### config.mk
export PLATFORM = sky130hd
export DESIGN_NAME = int_to_float
export DESIGN_NICKNAME = d
export VERILOG_FILES = /design/src/rtl/int_to_float.sv
export SDC_FILE = /design/constraint.sdc
export NUM_CORES = 1
export LEC_CHECK = 0
export ABC_AREA = 1
export CAP_MARGIN = 20
export CORE_ASPECT_RATIO = 1.1
export CORE_UTILIZATION = 40
export DETAILED_ROUTE_END_ITERATION = 16
export DONT_BUFFER_PORTS = 1
export SYNTH_ARGS = -nofsm -noshare
export SYNTH_HDL_FRONTEND = slang
export SYNTH_SLANG_ARGS = --single-unit
### constraint.sdc
create_clock -name clk -period 2.7 [get_ports clk]
set_input_delay 0.27 -clock clk [delete_from_list [all_inputs] [get_ports clk]]
set_output_delay 0.27 -clock clk [all_outputs]
set_load 0.02 [all_outputs]
### src/rtl/int_to_float.sv
// Multi-cycle 32-bit integer to IEEE-754 single converter (round-to-nearest-even).
// Operand and result move over stb/ack handshakes; normalisation shifts one bit per cycle.
module int_to_float #(
    parameter logic SIGNED = 1'b1
) (
    input  logic        clk,
    input  logic        rst,
    input  logic        input_a_stb,
    input  logic [31:0] input_a,
    output logic        input_a_ack,
    output logic        output_z_stb,
    input  logic        output_z_ack,
    output logic [31:0] output_z
);

    typedef enum logic [2:0] {
        GET_A     = 3'd0,
        CONVERT   = 3'd1,
        NORMALISE = 3'd2,
        ROUND     = 3'd3,
        PACK      = 3'd4,
        PUT_Z     = 3'd5
    } state_t;

    state_t      state_r, state_s;
    logic [31:0] a_r, a_s;
    logic [31:0] m_r, m_s;
    logic [7:0]  e_r, e_s;
    logic        sign_r, sign_s;
    logic        zero_r, zero_s;
    logic [23:0] mant_r, mant_s;
    logic [31:0] z_r, z_s;
    logic        ack_r, ack_s;
    logic        stb_r, stb_s;
    logic [24:0] sum_s;

    // Round-to-nearest-even increment decision from lsb, guard, round and sticky bits.
    function automatic logic round_up(input logic lsb, input logic g, input logic r, input logic s);
        return g & (r | s | lsb);
    endfunction

    assign input_a_ack  = ack_r;
    assign output_z_stb = stb_r;
    assign output_z     = z_r;

    // Next-state and next-datapath logic for the conversion sequence.
    always_comb begin
        state_s = state_r;
        a_s     = a_r;
        m_s     = m_r;
        e_s     = e_r;
        sign_s  = sign_r;
        zero_s  = zero_r;
        mant_s  = mant_r;
        z_s     = z_r;
        ack_s   = ack_r;
        stb_s   = stb_r;
        sum_s   = {1'b0, m_r[31:8]} + 25'd1;
        case (state_r)
            GET_A: begin
                if (!ack_r) begin
                    ack_s = 1'b1;
                end else if (input_a_stb) begin
                    a_s     = input_a;
                    ack_s   = 1'b0;
                    state_s = CONVERT;
                end else begin
                    a_s = a_r;
                end
            end
            CONVERT: begin
                sign_s = (SIGNED != 1'b0) && a_r[31];
                if (sign_s) begin
                    m_s = ~a_r + 32'd1;
                end else begin
                    m_s = a_r;
                end
                e_s    = 8'd31;
                zero_s = (a_r == 32'd0);
                // A zero operand skips straight to the pack slot, which emits +0.
                if (zero_s) begin
                    state_s = PACK;
                end else begin
                    state_s = NORMALISE;
                end
            end
            NORMALISE: begin
                if (!m_r[31]) begin
                    m_s = {m_r[30:0], 1'b0};
                    e_s = e_r - 8'd1;
                end else begin
                    state_s = ROUND;
                end
            end
            ROUND: begin
                mant_s = m_r[31:8];
                if (round_up(m_r[8], m_r[7], m_r[6], |m_r[5:0])) begin
                    if (sum_s[24]) begin
                        mant_s = 24'h800000;
                        e_s    = e_r + 8'd1;
                    end else begin
                        mant_s = sum_s[23:0];
                    end
                end else begin
                    mant_s = m_r[31:8];
                end
                state_s = PACK;
            end
            PACK: begin
                if (zero_r) begin
                    z_s = 32'd0;
                end else begin
                    z_s = {sign_r, e_r + 8'd127, mant_r[22:0]};
                end
                stb_s   = 1'b1;
                state_s = PUT_Z;
            end
            PUT_Z: begin
                if (output_z_ack) begin
                    stb_s   = 1'b0;
                    ack_s   = 1'b1;
                    state_s = GET_A;
                end else begin
                    stb_s = 1'b1;
                end
            end
            default: begin
                state_s = GET_A;
                ack_s   = 1'b0;
                stb_s   = 1'b0;
            end
        endcase
    end

    // State and datapath registers; reset aborts any conversion in flight.
    always_ff @(posedge clk or negedge rst) begin
        if (!rst) begin
            state_r <= GET_A;
            a_r     <= 32'd0;
            m_r     <= 32'd0;
            e_r     <= 8'd0;
            sign_r  <= 1'b0;
            zero_r  <= 1'b0;
            mant_r  <= 24'd0;
            z_r     <= 32'd0;
            ack_r   <= 1'b0;
            stb_r   <= 1'b0;
        end else begin
            state_r <= state_s;
            a_r     <= a_s;
            m_r     <= m_s;
            e_r     <= e_s;
            sign_r  <= sign_s;
            zero_r  <= zero_s;
            mant_r  <= mant_s;
            z_r     <= z_s;
            ack_r   <= ack_s;
            stb_r   <= stb_s;
        end
    end

endmodule

# Yosys cells after proc, flatten, opt, wreduce, memory -nomap -nowiden
# Index checks and enable logic that the tools add are counted.
[word_totals]
reg_bits = 134
out_inout_bits = 34
elab_cells = 67
inputBits = 36
[classes]
n_eq_ne = 12
n_bitwise = 5
n_reduce_logical = 12
muxes = 22
n_addsub = 5
[ops]
columns = ["operator", "n"]
rows = [
  ["$mux W32", 3],
  ["$pmux W32 S2", 1],
  ["$mux W23", 2],
  ["$add A32 B1 Y32 const B", 1],
  ["$logic_not A32 Y1", 1],
  ["$not A32 Y32", 1],
  ["$add A24 B1 Y25 const B", 1],
  ["$mux W8", 3],
  ["$pmux W8 S3", 1],
  ["$pmux W3 S6", 1],
  ["$mux W3", 5],
  ["$ne A2 B2 Y1 const B", 7],
  ["$add A8 B1 Y8 const B", 1],
  ["$add A8 B7 Y8 const B", 1],
  ["$reduce_and A4 Y1", 2],
  ["$reduce_or A4 Y1", 2],
  ["$sub A8 B1 Y8 const B", 1],
  ["$eq A3 B2 Y1 const B", 2],
  ["$eq A3 B3 Y1 const B", 2],
  ["$pmux W1 S3", 2],
  ["$reduce_or A6 Y1", 1],
  ["$mux W1", 4],
  ["$reduce_and A2 Y1", 2],
  ["$eq A3 B1 Y1 const B", 1],
  ["7 further kinds", 8],
]

# Longest topological paths before layout
# Gate-level depths: netlist of run 1.
[depth]
ltp_word = 6
depth_mapped = 12
ltp_nobuf = 11

# Least setup slack after synthesis of run 1
# OpenSTA, ideal clock, no wires.
[synth_timing]
kind = "register -> register"
startpoint = "register state_r[1]"
endpoint = "register e_r[7]"
required_time_ps = 2624
stages_incl_launch_ff = 13
path_buffers = 1
synth_period_minus_slack_ps = 2215
setup_slack_ps = 485
setup_time_ps = 76
arrival_ps = 2138
path_cell_list = "dfrtp_1 -> inv_2 -> nor2_8 -> nand2_1 -> clkbuf_1 -> ha_1 -> a21oi_1 -> nor2_1 -> nor2_1 -> nand2_1 -> nand2_1 -> nand3_1 -> o21ai_1"
[synth_via]
elab_chain_cells = 3
elab_cells_between_ends = 9
classes_between = "eq/ne: 6; mux: 1; reduce/logical: 2"
[synth_lines]
columns = ["element", "line", "text"]
rows = [
  ["start: declaration", "25", "state_t state_r, state_s;"],
  ["start signal: assignment", "149", "state_r <= state_s;"],
  ["$eq A3 B2 Y1 or $eq A3 B1 Y1 (tied branches)", "59", "case (state_r)"],
  ["$ne A2 B2 Y1 (no line) or $reduce_bool A3 Y1 (tied branches)", "-", ""],
  ["$reduce_and A4 Y1 (no line)", "-", ""],
  ["end signal: assignment", "152", "e_r <= e_s;"],
  ["end: declaration", "28", "logic [7:0] e_r, e_s;"],
]
# Several ways; a longest one is shown, not always the timed one.
# A chain may end at the register's enable or synchronous reset.

# Worst setup path in the final report of run 1
# Ends and elaborated chain as after synthesis.

==> summary.txt, run 1 <==
Place
  – Placed cell count: 1233
  – DP HPWL: 13710 um
  – PortBufs: 0
  – Placer Congestion: 0.9081

Worst hold path
  – Path type of the worst min-delay path: in2async

Floorplanning
  – Core area: 18410 sq um
  – Die width: 132.6 um
  – Initial Util: 40.77%
  – Ports: 70
  – Die Area: 19320 sq um
  – Die H: 145.7 um
  – Row count: 52

Pwr
  – PwrDens: 1266 nW/um^2
  – Worst vdd ir: 0.6275 mV
  – Leakage: 4.092 nW

Critical path
  – Crit path max fanout: 8
  – Worst endpoint required time: 3.05 ns
  – Crit end category: register
  – Crit start category: register
  – Kind of critical path: reg2reg
  – CP arrival: 2.48 ns

Routing
  – Drc violations: 0
  – Detail-routed net length per standard cell: 14.39 um
  – Initial DRC Count: 410
  – Vias/cell: 5.016
  – Detailed Route WL: 18420 um
  – DRT antenna net count: 0
  – Via count: 6421
  – DR pass1 iterations: 5

Clock network
  – Max Buffers Root-to-Sink: 2
  – H-tree Lvls: 4
  – Hold_buf cts: 15
  – Worst-path clk slew: 0.06 ns
  – CTS root buffer: clkbuf_16
  – CTS tree: done
  – Clock buffer count from CTS: 17
  – Clock Latency Late Sink: 0.42 ns
  – Post-CTS Resized: 0
  – Clock Sink Count: 134

Synth
  – Flops & latches, synth: 134
  – Synth Area in Adders: 1.767%
  – Synth Instances: 1008
  – Mux cell area share after synthesis: 0.9000%
  – EDFF count, synth: 0
  – Seq/Total Area, Yosys: 44.67%
  – Mean post-synth cell area: 7.448 sq um
  – Simple-gate share of the synthesized area: 33.47%
  – Syn nets: 1054
  – Async set-reset flop share out of synthesis: 100.0%
  – Post-Synth XOR/XNOR Area: 1.750%
  – Largest family of logic cells by synthesized area: simple AND/OR/NAND/NOR gates
  – Synthesized area: 7507 sq um
  – Yosys top cell area share: 44.67%
  – Post-synth top area cell: dfrtp_1
  – Distinct cell type count of the synthesized netlist: 39
  – Dominant synthesized flop cell: dfrtp_1
  – Largest cells by area after synthesis: dfrtp_1, nand2_1, nand3_1
  – Ys Warns: 0
  – Post-synthesis compound-gate area fraction: 10.17%

Finish
  – Layout cells sized above 1: 8.293%
  – # diodes: 0
  – Fillers: 1856
  – Fin util: 46.44%
  – Synthesis-to-finish area growth: 13.90%
  – Fin nets: 1070
  – Final cell count without fillers: 1280

Run
  – Total of max-cap violations: 0

Timing
  – RSZ-0062 raised after global routing: false
  – Setup_tns: 0 ns
  – FMAX: 470.6 MHz
  – Fin. max-slew vios: 0
  – Fin crit period: 2.125 ns
  – Fin Hold WS: -0.4616 ns
  – Setup-failing EPs final: 0
  – Setup Skew: 0.009613 ns
  – Max-slew headroom: 61.46%
  – Fin crit share: 78.71%
  – Hold Vio Cnt, Final: 134
  – Tightest Pin Transition: 0.5775 ns

GRT
  – GRT Overall Usage: 20.34%
  – GR Overflow Total: 0
  – Vias in the first global route: 6141
  – Pin count of the biggest net entering global routing: 135
  – Wire length of the first global-routing pass: 31220 um
  – Initial antenna violation count: 0

Status
  – Status: complete, but fails checks
  – Failing checks: negative hold slack
==> per-layer routing <==
metal / track usage, % / vias up / share of wire, %
met3: 3.692 / 21 / 3.9
met5: 0 / - / 0
met2: 31.05 / 147 / 44
met1: 29.12 / 2929 / 50
li1: - / 3324 / -
met4: 6.609 / 0 / 1.6
==> path summary, 6_finish.rpt <==
kind,to,depth (start not counted),start,slack (ns)
max reg2reg,e_r[7]$_DFFE_PN0P_,11,state_r[1]$_DFFE_PN0P_,0.57
min,output_z[28]$_DFFE_PN0P_,0,rst,-0.46
max,e_r[7]$_DFFE_PN0P_,11,state_r[1]$_DFFE_PN0P_,0.57
max in group asynchronous,a_r[23]$_DFFE_PN0P_,0,rst,2.99
min reg2reg,mant_r[18]$_DFFE_PN0P_,2,mant_r[18]$_DFFE_PN0P_,0.48
min in group clk,a_r[1]$_DFFE_PN0P_,2,input_a[1],0.01
==> per-stage QoR <==
stage	hold slack, ns	total power, W	setup WS (ns)	instance area, sq um
floorplan	-0.02559	0.007253	0.4854	7507
global route	-0.4788	0.01179	0.3226	8551
CTS	-0.4745	0.01091	0.5541	8551
detailed placement	-0.02235	0.008291	0.5795	7747
global placement	-0.02198	0.008217	0.6338	7747
finish	-0.4616	0.01083	0.5749	8551
==> synth_stat cells (all sizes together), types with 3 or more instances <==
library cell	instances
nand2	300
ha	9
nand3	110
nor3	8
a21oi	39
mux2	6
o211ai	6
buf	15
o22ai	17
nand3b	5
xor2	11
nand4	17
a22oi	3
clkbuf	14
nor2	134
dfrtp	134
o21ai	60
o21bai	4
xnor2	4
inv	102
==> critical path, stage by stage (launching register included) <==
cell	delay [ns]
dfrtp_1	0.42
inv_2	0.10
nor2_8	0.13
nand2_1	0.24
ha_1	0.42
a21oi_1	0.25
nor2_1	0.07
nor2_1	0.13
nand2_1	0.07
nand2_1	0.06
nand3_1	0.06
o21ai_1	0.11
==> placed cells by master, fill, tap and decap left out, types with 3 or more instances in the layout <==
cell type | netlist | final
o211ai_1 | 6 | 6
dlygate4sd3_1 | 0 | 15
o21ai_0 | 50 | 50
nand2_2 | 5 | 5
nand2_1 | 292 | 292
buf_4 | 2 | 11
inv_2 | 5 | 5
clkbuf_16 | 0 | 17
nand2_4 | 3 | 3
xor2_1 | 11 | 11
nor2_2 | 5 | 5
nor2_8 | 3 | 3
a21oi_1 | 39 | 39
nand3_2 | 2 | 3
nand4_1 | 17 | 17
clkinv_4 | 0 | 4
xnor2_1 | 4 | 4
nor2_1 | 122 | 122
dfrtp_1 | 134 | 134
o21ai_1 | 3 | 3
o22ai_1 | 17 | 17
inv_1 | 95 | 95
nor3_1 | 8 | 8
nand3_1 | 108 | 107
ha_1 | 9 | 9
mux2_2 | 6 | 6
a22oi_1 | 3 | 3
nand3b_1 | 5 | 5
o21bai_1 | 4 | 4
bufinv_16 | 0 | 5
nor2_4 | 4 | 4
o21ai_2 | 7 | 7
==> repair_timing <==
action	CTS	global route
endpoints found under the setup margin	0	0
buffers inserted	0	0
hold endpoints to repair	149	134
==> cell type report <==
cell class | count | area [sq um] | area share, %
clock buffer | 17 | 425.4 | 4.975
clock inverter | 15 | 227.7 | 2.663
inverter | 104 | 395.4 | 4.624
multi-input combinational | 741 | 3612 | 42.24
sequential | 134 | 3353 | 39.22
tap | 243 | 304.0 | 3.556
timing repair buffer | 26 | 232.7 | 2.722
==> flip-flops by register name, indices dropped and copies added (netlist names) <==
register,flops
zero_r,1
output_z_stb,1
output_z,32
mant_r,23
state_r,3
m_r,32
sign_r,1
e_r,8
input_a_ack,1
a_r,32
==> cell families after synthesis <==
kind of cell | after synthesis
simple gates | 576
compound gates | 134
flops | 134
buf+inv | 133
xor+xnor | 15
fa+ha+maj | 10
mux | 6
==> power breakdown <==
group	total [W]	switching, W	internal (W)
registers	0.00401	0.00108	0.00293
logic	0.00427	0.00275	0.00153
clock network	0.00255	0.000905	0.00164
No activity file was read; power rests on OpenSTA's default activity.
==> inputs of run 2 (changes only) <==
--- a/config.mk
+++ b/config.mk
@@ -5,7 +5,7 @@
 export SDC_FILE = /design/constraint.sdc
 export NUM_CORES = 1
 export LEC_CHECK = 0
-export ABC_AREA = 1
+export ABC_AREA = 0
 export CAP_MARGIN = 20
 export CORE_ASPECT_RATIO = 1.1
 export CORE_UTILIZATION = 40
==> constraint.sdc (replaced) <==
create_clock -name clk -period 1.84 [get_ports clk]
set_input_delay 0.184 -clock clk [delete_from_list [all_inputs] [get_ports clk]]
set_output_delay 0.184 -clock clk [all_outputs]
set_load 0.02 [all_outputs]
==> summary.txt, run 2 <==
Place
  – Placer Congestion: 0.8133 (was 0.9081)
  – DP HPWL: 11030 um (was 13710 um)
  – Placed Area: 7893 sq um (was 7747 sq um)
  – PortBufs: 0 (unchanged)
  – Placed cell count: 956 (was 1233)

Synth
  – Dominant synthesized flop cell: dfrtp_1 (unchanged)
  – Simple-gate share of the synthesized area: 16.49% (was 33.47%)
  – Yosys top cell area share: 49.89% (was 44.67%)
  – Largest cells by area after synthesis: dfrtp_1, o21ai_0, nand2_1 (was dfrtp_1, nand2_1, nand3_1)
  – Mean post-synth cell area: 9.958 sq um (was 7.448 sq um)
  – Post-synthesis compound-gate area fraction: 15.34% (was 10.17%)
  – Flops & latches, synth: 134 (unchanged)
  – Async set-reset flop share out of synthesis: 100.0% (unchanged)
  – EDFF count, synth: 0 (unchanged)
  – Syn nets: 721 (was 1054)
  – Most instantiated library cell after synthesis: dfrtp_1 (was nand2_1)
  – Largest family of logic cells by synthesized area: simple AND/OR/NAND/NOR gates (unchanged)
  – Post-Synth XOR/XNOR Area: 7.427% (was 1.750%)
  – Top post-synthesis cells by count: dfrtp_1, nand2_1, o21ai_0 (was nand2_1, dfrtp_1, nor2_1)
  – Seq/Total Area, Yosys: 49.89% (was 44.67%)
  – Post-synth top area cell: dfrtp_1 (unchanged)
  – Synth Area in Adders: 1.973% (was 1.767%)
  – Distinct cell type count of the synthesized netlist: 54 (was 39)
  – Ys Warns: 0 (unchanged)
  – Mux cell area share after synthesis: 6.050% (was 0.9000%)
  – Synthesized area: 6721 sq um (was 7507 sq um)
  – Synth Instances: 675 (was 1008)

Routing
  – Initial DRC Count: 346 (was 410)
  – DR pass1 iterations: 11 (was 5)
  – Detailed Route WL: 16840 um (was 18420 um)
  – DRT antenna net count: 0 (unchanged)
  – Drc violations: 7 (was 0)
  – Via count: 5476 (was 6421)
  – Vias/cell: 5.276 (was 5.016)
  – Detail-routed net length per standard cell: 16.23 um (was 14.39 um)

Timing
  – Fin. max-slew vios: 0 (unchanged)
  – Tightest Pin Transition: 0.7470 ns (was 0.5775 ns)
  – Fin Hold WS: -0.5419 ns (was -0.4616 ns)
  – Hold Vio Cnt, Final: 134 (unchanged)
  – RSZ-0062 raised after global routing: true (was false)
  – Max-slew headroom: 50.20% (was 61.46%)
  – Setup ws final: -0.3664 ns (was 0.5749 ns)
  – Fin crit share: 119.9% (was 78.71%)
  – Fin crit period: 2.206 ns (was 2.125 ns)
  – FMAX: 453.2 MHz (was 470.6 MHz)
  – Setup Skew: 0.009356 ns (was 0.009613 ns)
  – Setup-failing EPs final: 39 (was 0)

Clock network
  – Clock Sink Count: 134 (unchanged)
  – Worst-path clk slew: 0.06 ns (about the same)
  – CTS root buffer: clkbuf_16 (unchanged)
  – Hold_buf cts: 33 (was 15)
  – Clock buffer count from CTS: 17 (unchanged)
  – Clock Latency Late Sink: 0.43 ns (was 0.42 ns)
  – CTS tree: done (unchanged)
  – H-tree Lvls: 4 (unchanged)
  – Max Buffers Root-to-Sink: 2 (unchanged)

Finish
  – Layout cells sized above 1: 31.89% (was 8.293%)
  – Commonest non-fill, non-tap cells in the layout: dfrtp_1, buf_4, nand2_1 (was nand2_1, dfrtp_1, nor2_1)
  – Fin nets: 867 (was 1070)
  – Synthesis-to-finish area growth: 41.88% (was 13.90%)
  – Fillers: 1354 (was 1856)
  – Commonest non-fill, non-tap cell in the layout: dfrtp_1 (was nand2_1)
  – Final Cell Area: 9537 sq um (was 8551 sq um)
  – Final cell count without fillers: 1038 (was 1280)
  – # diodes: 0 (unchanged)

Critical path
  – Reg2Reg Depth: 7 (was 11)
  – Reg-to-reg setup timing slack: -0.37 ns (was 0.57 ns)
  – CP arrival: 2.57 ns (was 2.48 ns)
  – Reg-to-Reg End: e_r[7]$_DFFE_PN0P_ (unchanged)
  – Crit end category: register (unchanged)
  – CP Launch Point: m_r[8]$_DFFE_PN0P_ (was state_r[1]$_DFFE_PN0P_)
  – Kind of critical path: reg2reg (unchanged)
  – Worst endpoint required time: 2.20 ns (was 3.05 ns)
  – Crit path max fanout: 2 (was 8)
  – R2r startpoint: m_r[8]$_DFFE_PN0P_ (was state_r[1]$_DFFE_PN0P_)
  – Crit start category: register (unchanged)

Floorplanning
  – Die H: 138.0 um (was 145.7 um)
  – Row count: 49 (was 52)
  – Ports: 70 (unchanged)
  – Die Area: 17330 sq um (was 19320 sq um)
  – Core area: 16370 sq um (was 18410 sq um)
  – Die width: 125.6 um (was 132.6 um)
  – Initial Util: 41.06% (was 40.77%)

GRT
  – Vias in the first global route: 5369 (was 6141)
  – GR Overflow Total: 0 (unchanged)
  – Wire length of the first global-routing pass: 26750 um (was 31220 um)
  – Pin count of the biggest net entering global routing: 135 (unchanged)
  – Initial antenna violation count: 0 (unchanged)
  – GRT Overall Usage: 19.51% (was 20.34%)

Worst hold path
  – Path type of the worst min-delay path: in2async (unchanged)

Pwr
  – Leakage: 4.085 nW (was 4.092 nW)
  – PwrDens: 1915 nW/um^2 (was 1266 nW/um^2)
  – Worst vdd ir: 0.9036 mV (was 0.6275 mV)

Run
  – Total of max-cap violations: 0 (unchanged)

Status
  – Failing checks: design-rule violations, negative hold slack, negative setup slack (was negative hold slack)
  – Status: complete, but fails checks (unchanged)
## run 2: logic make-up (layout without fill, tap and decap cells)
group,count (synthesis),after routing
mux,37,37
compound gates,164,164
simple gates,228,228
buf+inv,45,204
flops,134,134
fa+ha+maj,10,10
xor+xnor,57,57
## run 2: area by class of cell
type / count / area (sq um) / area share (%)
Multi-Input combinational cell: 496 / 3752 / 39.35
Timing Repair Buffer: 163 / 1476 / 15.48
Tap cell: 204 / 255.2 / 2.676
Sequential cell: 134 / 3353 / 35.16
Clock buffer: 20 / 466.7 / 4.894
Clock inverter: 12 / 198.9 / 2.086
Inverter: 9 / 33.78 / 0.3542
## run 2: per-layer routing
layer	routed length (um)	vias to the layer above	part of all wire [%]	GRT usage [%]
met2	8151	126	48	31.64
li1	-	2689	-	-
met3	743	41	4.4	4.591
met5	0	-	0	0
met1	7476	2620	44	25.23
met4	471	0	2.8	7.995
## run 2: worst max-delay path: stages, from the launching register on
cell and delay (ns):
dfrtp_1 0.36, ha_2 0.19, nand3_2 0.08, a211o_1 0.26
or4_4 0.44, o21a_4 0.24, or4_1 0.50, nand3_1 0.08
## run 2: what timing repair did
action	in CTS	in global routing
endpoints found under the setup margin	48	59
buffers inserted	11	4
pin swaps	24	22
hold endpoints to repair	168	134
cloned	0	3
gates resized for setup	66	43
## run 2: where the power goes
| part | leakage, nW | switching, W | internal [W] |
|---|---|---|---|
| Combinational | 2.09 | 0.00427 | 0.00432 |
| Sequential | 1.67 | 0.00148 | 0.00438 |
| Clock | 0.326 | 0.00129 | 0.00251 |
## run 2: worst max path at each step
| stage | end | slack, ns | cells after the start |
|---|---|---|---|
| floorplan | e_r[7]$_DFFE_PN0P_ | -0.43 | 11 |
| global placement | e_r[7]$_DFFE_PN0P_ | -0.38 | 7 |
| detailed placement | e_r[7]$_DFFE_PN0P_ | -0.42 | 7 |
| CTS | e_r[7]$_DFFE_PN0P_ | -0.37 | 7 |
| global route | e_r[7]$_DFFE_PN0P_ | -0.46 | 9 |
| finish | e_r[7]$_DFFE_PN0P_ | -0.37 | 7 |
## run 2: per-stage QoR
step | util [%] | setup TNS [ns] | total power, W | hold slack (ns) | setup slack, ns
final | 58.26 | -4.921 | 0.01826 | -0.5419 | -0.3664
after floorplan | - | -4.362 | 0.01031 | -0.1116 | -0.4282
after CTS | 56.30 | -5.187 | 0.01766 | -0.5538 | -0.3655
after global placement | 48.22 | -5.915 | 0.01301 | -0.1054 | -0.3807
after global routing | 58.26 | -9.516 | 0.01947 | -0.5655 | -0.4582
after detailed placement | 48.22 | -7.564 | 0.01333 | -0.1039 | -0.4170
==> inputs of run 3 (changes only) <==
--- a/config.mk
+++ b/config.mk
@@ -5,7 +5,8 @@
 export SDC_FILE = /design/constraint.sdc
 export NUM_CORES = 1
 export LEC_CHECK = 0
-export ABC_AREA = 0
+export ABC_AREA = 1
+export ABC_CLOCK_PERIOD_IN_PS = 1840
 export CAP_MARGIN = 20
 export CORE_ASPECT_RATIO = 1.1
 export CORE_UTILIZATION = 40
==> summary.txt, run 3 (synthesis gave the netlist of run 1 again) <==
GRT
  – Pin count of the biggest net entering global routing: 135 (unchanged)
  – Wire length of the first global-routing pass: 32600 um (was 26750 um)
  – Vias in the first global route: 6427 (was 5369)
  – GR Overflow Total: 0 (unchanged)
  – Initial antenna violation count: 0 (unchanged)
  – GRT Overall Usage: 21.12% (was 19.51%)

Critical path
  – Crit end category: register (unchanged)
  – Crit start category: register (unchanged)
  – Cell Chain, Critical Path: nor2_8, nand2_4, fa_2, nand3_1, nand3_1, xor2_1, nor2_1, o21ai_2 (was ha_2, nand3_2, a211o_1, or4_4, o21a_4, or4_1, nand3_1)
  – Most common cell on crit path: nand3_1
  – Highest-delay cell along the critical path: dfrtp_2 (was or4_1)
  – Worst endpoint required time: 2.15 ns (was 2.20 ns)
  – CP arrival: 2.04 ns (was 2.57 ns)
  – Crit path max fanout: 8 (was 2)
  – Slowest stage delay, CP: 0.45 ns (was 0.50 ns)
  – Kind of critical path: reg2reg (unchanged)

Finish
  – Commonest non-fill, non-tap cells in the layout: nand2_1, dfrtp_1, nor2_1 (was dfrtp_1, buf_4, nand2_1)
  – Layout cells sized above 1: 12.05% (was 31.89%)
  – Synthesis-to-finish area growth: 21.02% (was 41.88%)
  – Fin nets: 1120 (was 867)
  – Commonest non-fill, non-tap cell in the layout: nand2_1 (was dfrtp_1)
  – Final Cell Area: 9085 sq um (was 9537 sq um)
  – # diodes: 0 (unchanged)

Timing
  – Setup-failing EPs final: 0 (was 39)
  – Fin crit share: 93.92% (was 119.9%)
  – Tightest Pin Transition: 0.4686 ns (was 0.7470 ns)
  – Fin. max-slew vios: 0 (unchanged)
  – Fin crit period: 1.728 ns (was 2.206 ns)
  – FMAX: 578.6 MHz (was 453.2 MHz)
  – Setup Skew: 0.006989 ns (was 0.009356 ns)
  – RSZ-0062 raised after global routing: true (unchanged)
  – Max-slew headroom: 68.69% (was 50.20%)
  – Hold Vio Cnt, Final: 134 (unchanged)
  – Fin Hold WS: -0.5436 ns (was -0.5419 ns)

Status
  – Status: complete, but fails checks (unchanged)
  – Failing checks: negative hold slack (was design-rule violations, negative hold slack, negative setup slack)

Floorplanning
  – Die width: 132.6 um (was 125.6 um)
  – Core area: 18410 sq um (was 16370 sq um)
  – Die Area: 19320 sq um (was 17330 sq um)
  – Initial Util: 40.77% (was 41.06%)
  – Die H: 145.7 um (was 138.0 um)
  – Ports: 70 (unchanged)
  – Row count: 52 (was 49)

Routing
  – DR pass1 iterations: 5 (was 11)
  – Drc violations: 0 (was 7)
  – Initial DRC Count: 346 (unchanged)
  – Via count: 6697 (was 5476)
  – Detail-routed net length per standard cell: 14.56 um (was 16.23 um)
  – Detailed Route WL: 19370 um (was 16840 um)
  – DRT antenna net count: 0 (unchanged)
  – Vias/cell: 5.035 (was 5.276)

Worst hold path
  – Path type of the worst min-delay path: in2async (unchanged)

Place
  – Placer Congestion: 0.8812 (was 0.8133)
  – DP HPWL: 13940 um (was 11030 um)
  – Placed Area: 8026 sq um (was 7893 sq um)
  – PortBufs: 0 (unchanged)

Clock network
  – Clock buffer count from CTS: 17 (unchanged)
  – Hold_buf cts: 33 (unchanged)
  – CTS root buffer: clkbuf_16 (unchanged)
  – Max Buffers Root-to-Sink: 2 (unchanged)
  – Worst-path clk slew: 0.06 ns (about the same)
  – CTS tree: done (unchanged)
  – Clock Latency Late Sink: 0.42 ns (was 0.43 ns)
  – Clock Sink Count: 134 (unchanged)
  – H-tree Lvls: 4 (unchanged)

Pwr
  – Leakage: 4.348 nW (was 4.085 nW)
  – PwrDens: 1832 nW/um^2 (was 1915 nW/um^2)
  – Worst vdd ir: 0.7833 mV (was 0.9036 mV)
  – Tot Pwr: 0.01664 W (was 0.01826 W)

Run
  – Total of max-cap violations: 0 (unchanged)
run 3: critical path: cells and delay by family, from the launching register on:
kind	cells	cell delay, ns
flip-flops	1	0.45
AO/OA/AOI/OAI	1	0.07
XOR/XNOR	1	0.15
AND/OR/NAND/NOR	5	0.56
adder cells (fa/ha/maj)	1	0.40
run 3: final timing paths:
check / endpoint / depth (start not counted) / slack (ns) / start
setup / recovery: e_r[4]$_DFFE_PN0P_ / 8 / 0.11 / state_r[2]$_DFFE_PN0P_
hold / removal: output_z[29]$_DFFE_PN0P_ / 0 / -0.54 / rst
setup reg to reg: e_r[4]$_DFFE_PN0P_ / 8 / 0.11 / state_r[2]$_DFFE_PN0P_
hold reg to reg: mant_r[15]$_DFFE_PN0P_ / 2 / 0.48 / mant_r[15]$_DFFE_PN0P_
max in group asynchronous: a_r[30]$_DFFE_PN0P_ / 0 / 2.21 / rst
min in group clk: state_r[0]$_DFFE_PN0P_ / 4 / 0.11 / input_a_stb
run 3: stage by stage:
| stage | std cells | setup slack, ns | TNS [ns] | utilization [%] |
|---|---|---|---|---|
| after floorplan | 1008 | 0.01503 | 0 | - |
| after global placement | 1259 | 0.001381 | 0 | 43.59 |
| after detailed placement | 1259 | 0.005410 | 0 | 43.59 |
| after CTS | 1324 | 0.06658 | 0 | 48.83 |
| after global routing | 1330 | -0.04037 | -0.04037 | 49.34 |
| final | 1330 | 0.1118 | 0 | 49.34 |
run 3: repair_timing:
item	CTS	global route
endpoints found under the setup margin	1	15
pin swaps	0	1
gates resized for setup	1	9
setup buffers	0	6
hold endpoints to repair	167	134
run 3: layout make-up:
cell class	count	area, sq um
Clock inverter	8	117.6
Inverter	104	395.4
Multi-Input combinational cell	741	3711
Clock buffer	24	511.7
Timing Repair Buffer	76	690.7
Tap cell	243	304.0
Sequential cell	134	3354
Fill cell	1833	9328
run 3: where the power goes:
part	switching [W]	internal (W)
Clock	0.00126	0.00234
Combinational	0.00437	0.00287
Sequential	0.00151	0.00429
run 3: routing by layer:
| layer | share of wire (%) | track usage [%] | up-vias | routed length (um) |
|---|---|---|---|---|
| met5 | 0 | 0 | - | 0 |
| met4 | 1.2 | 5.862 | 0 | 234 |
| met3 | 3.5 | 3.797 | 20 | 680 |
| met2 | 46 | 33.39 | 129 | 8978 |
| met1 | 49 | 29.66 | 3139 | 9472 |
| li1 | - | - | 3409 | - |
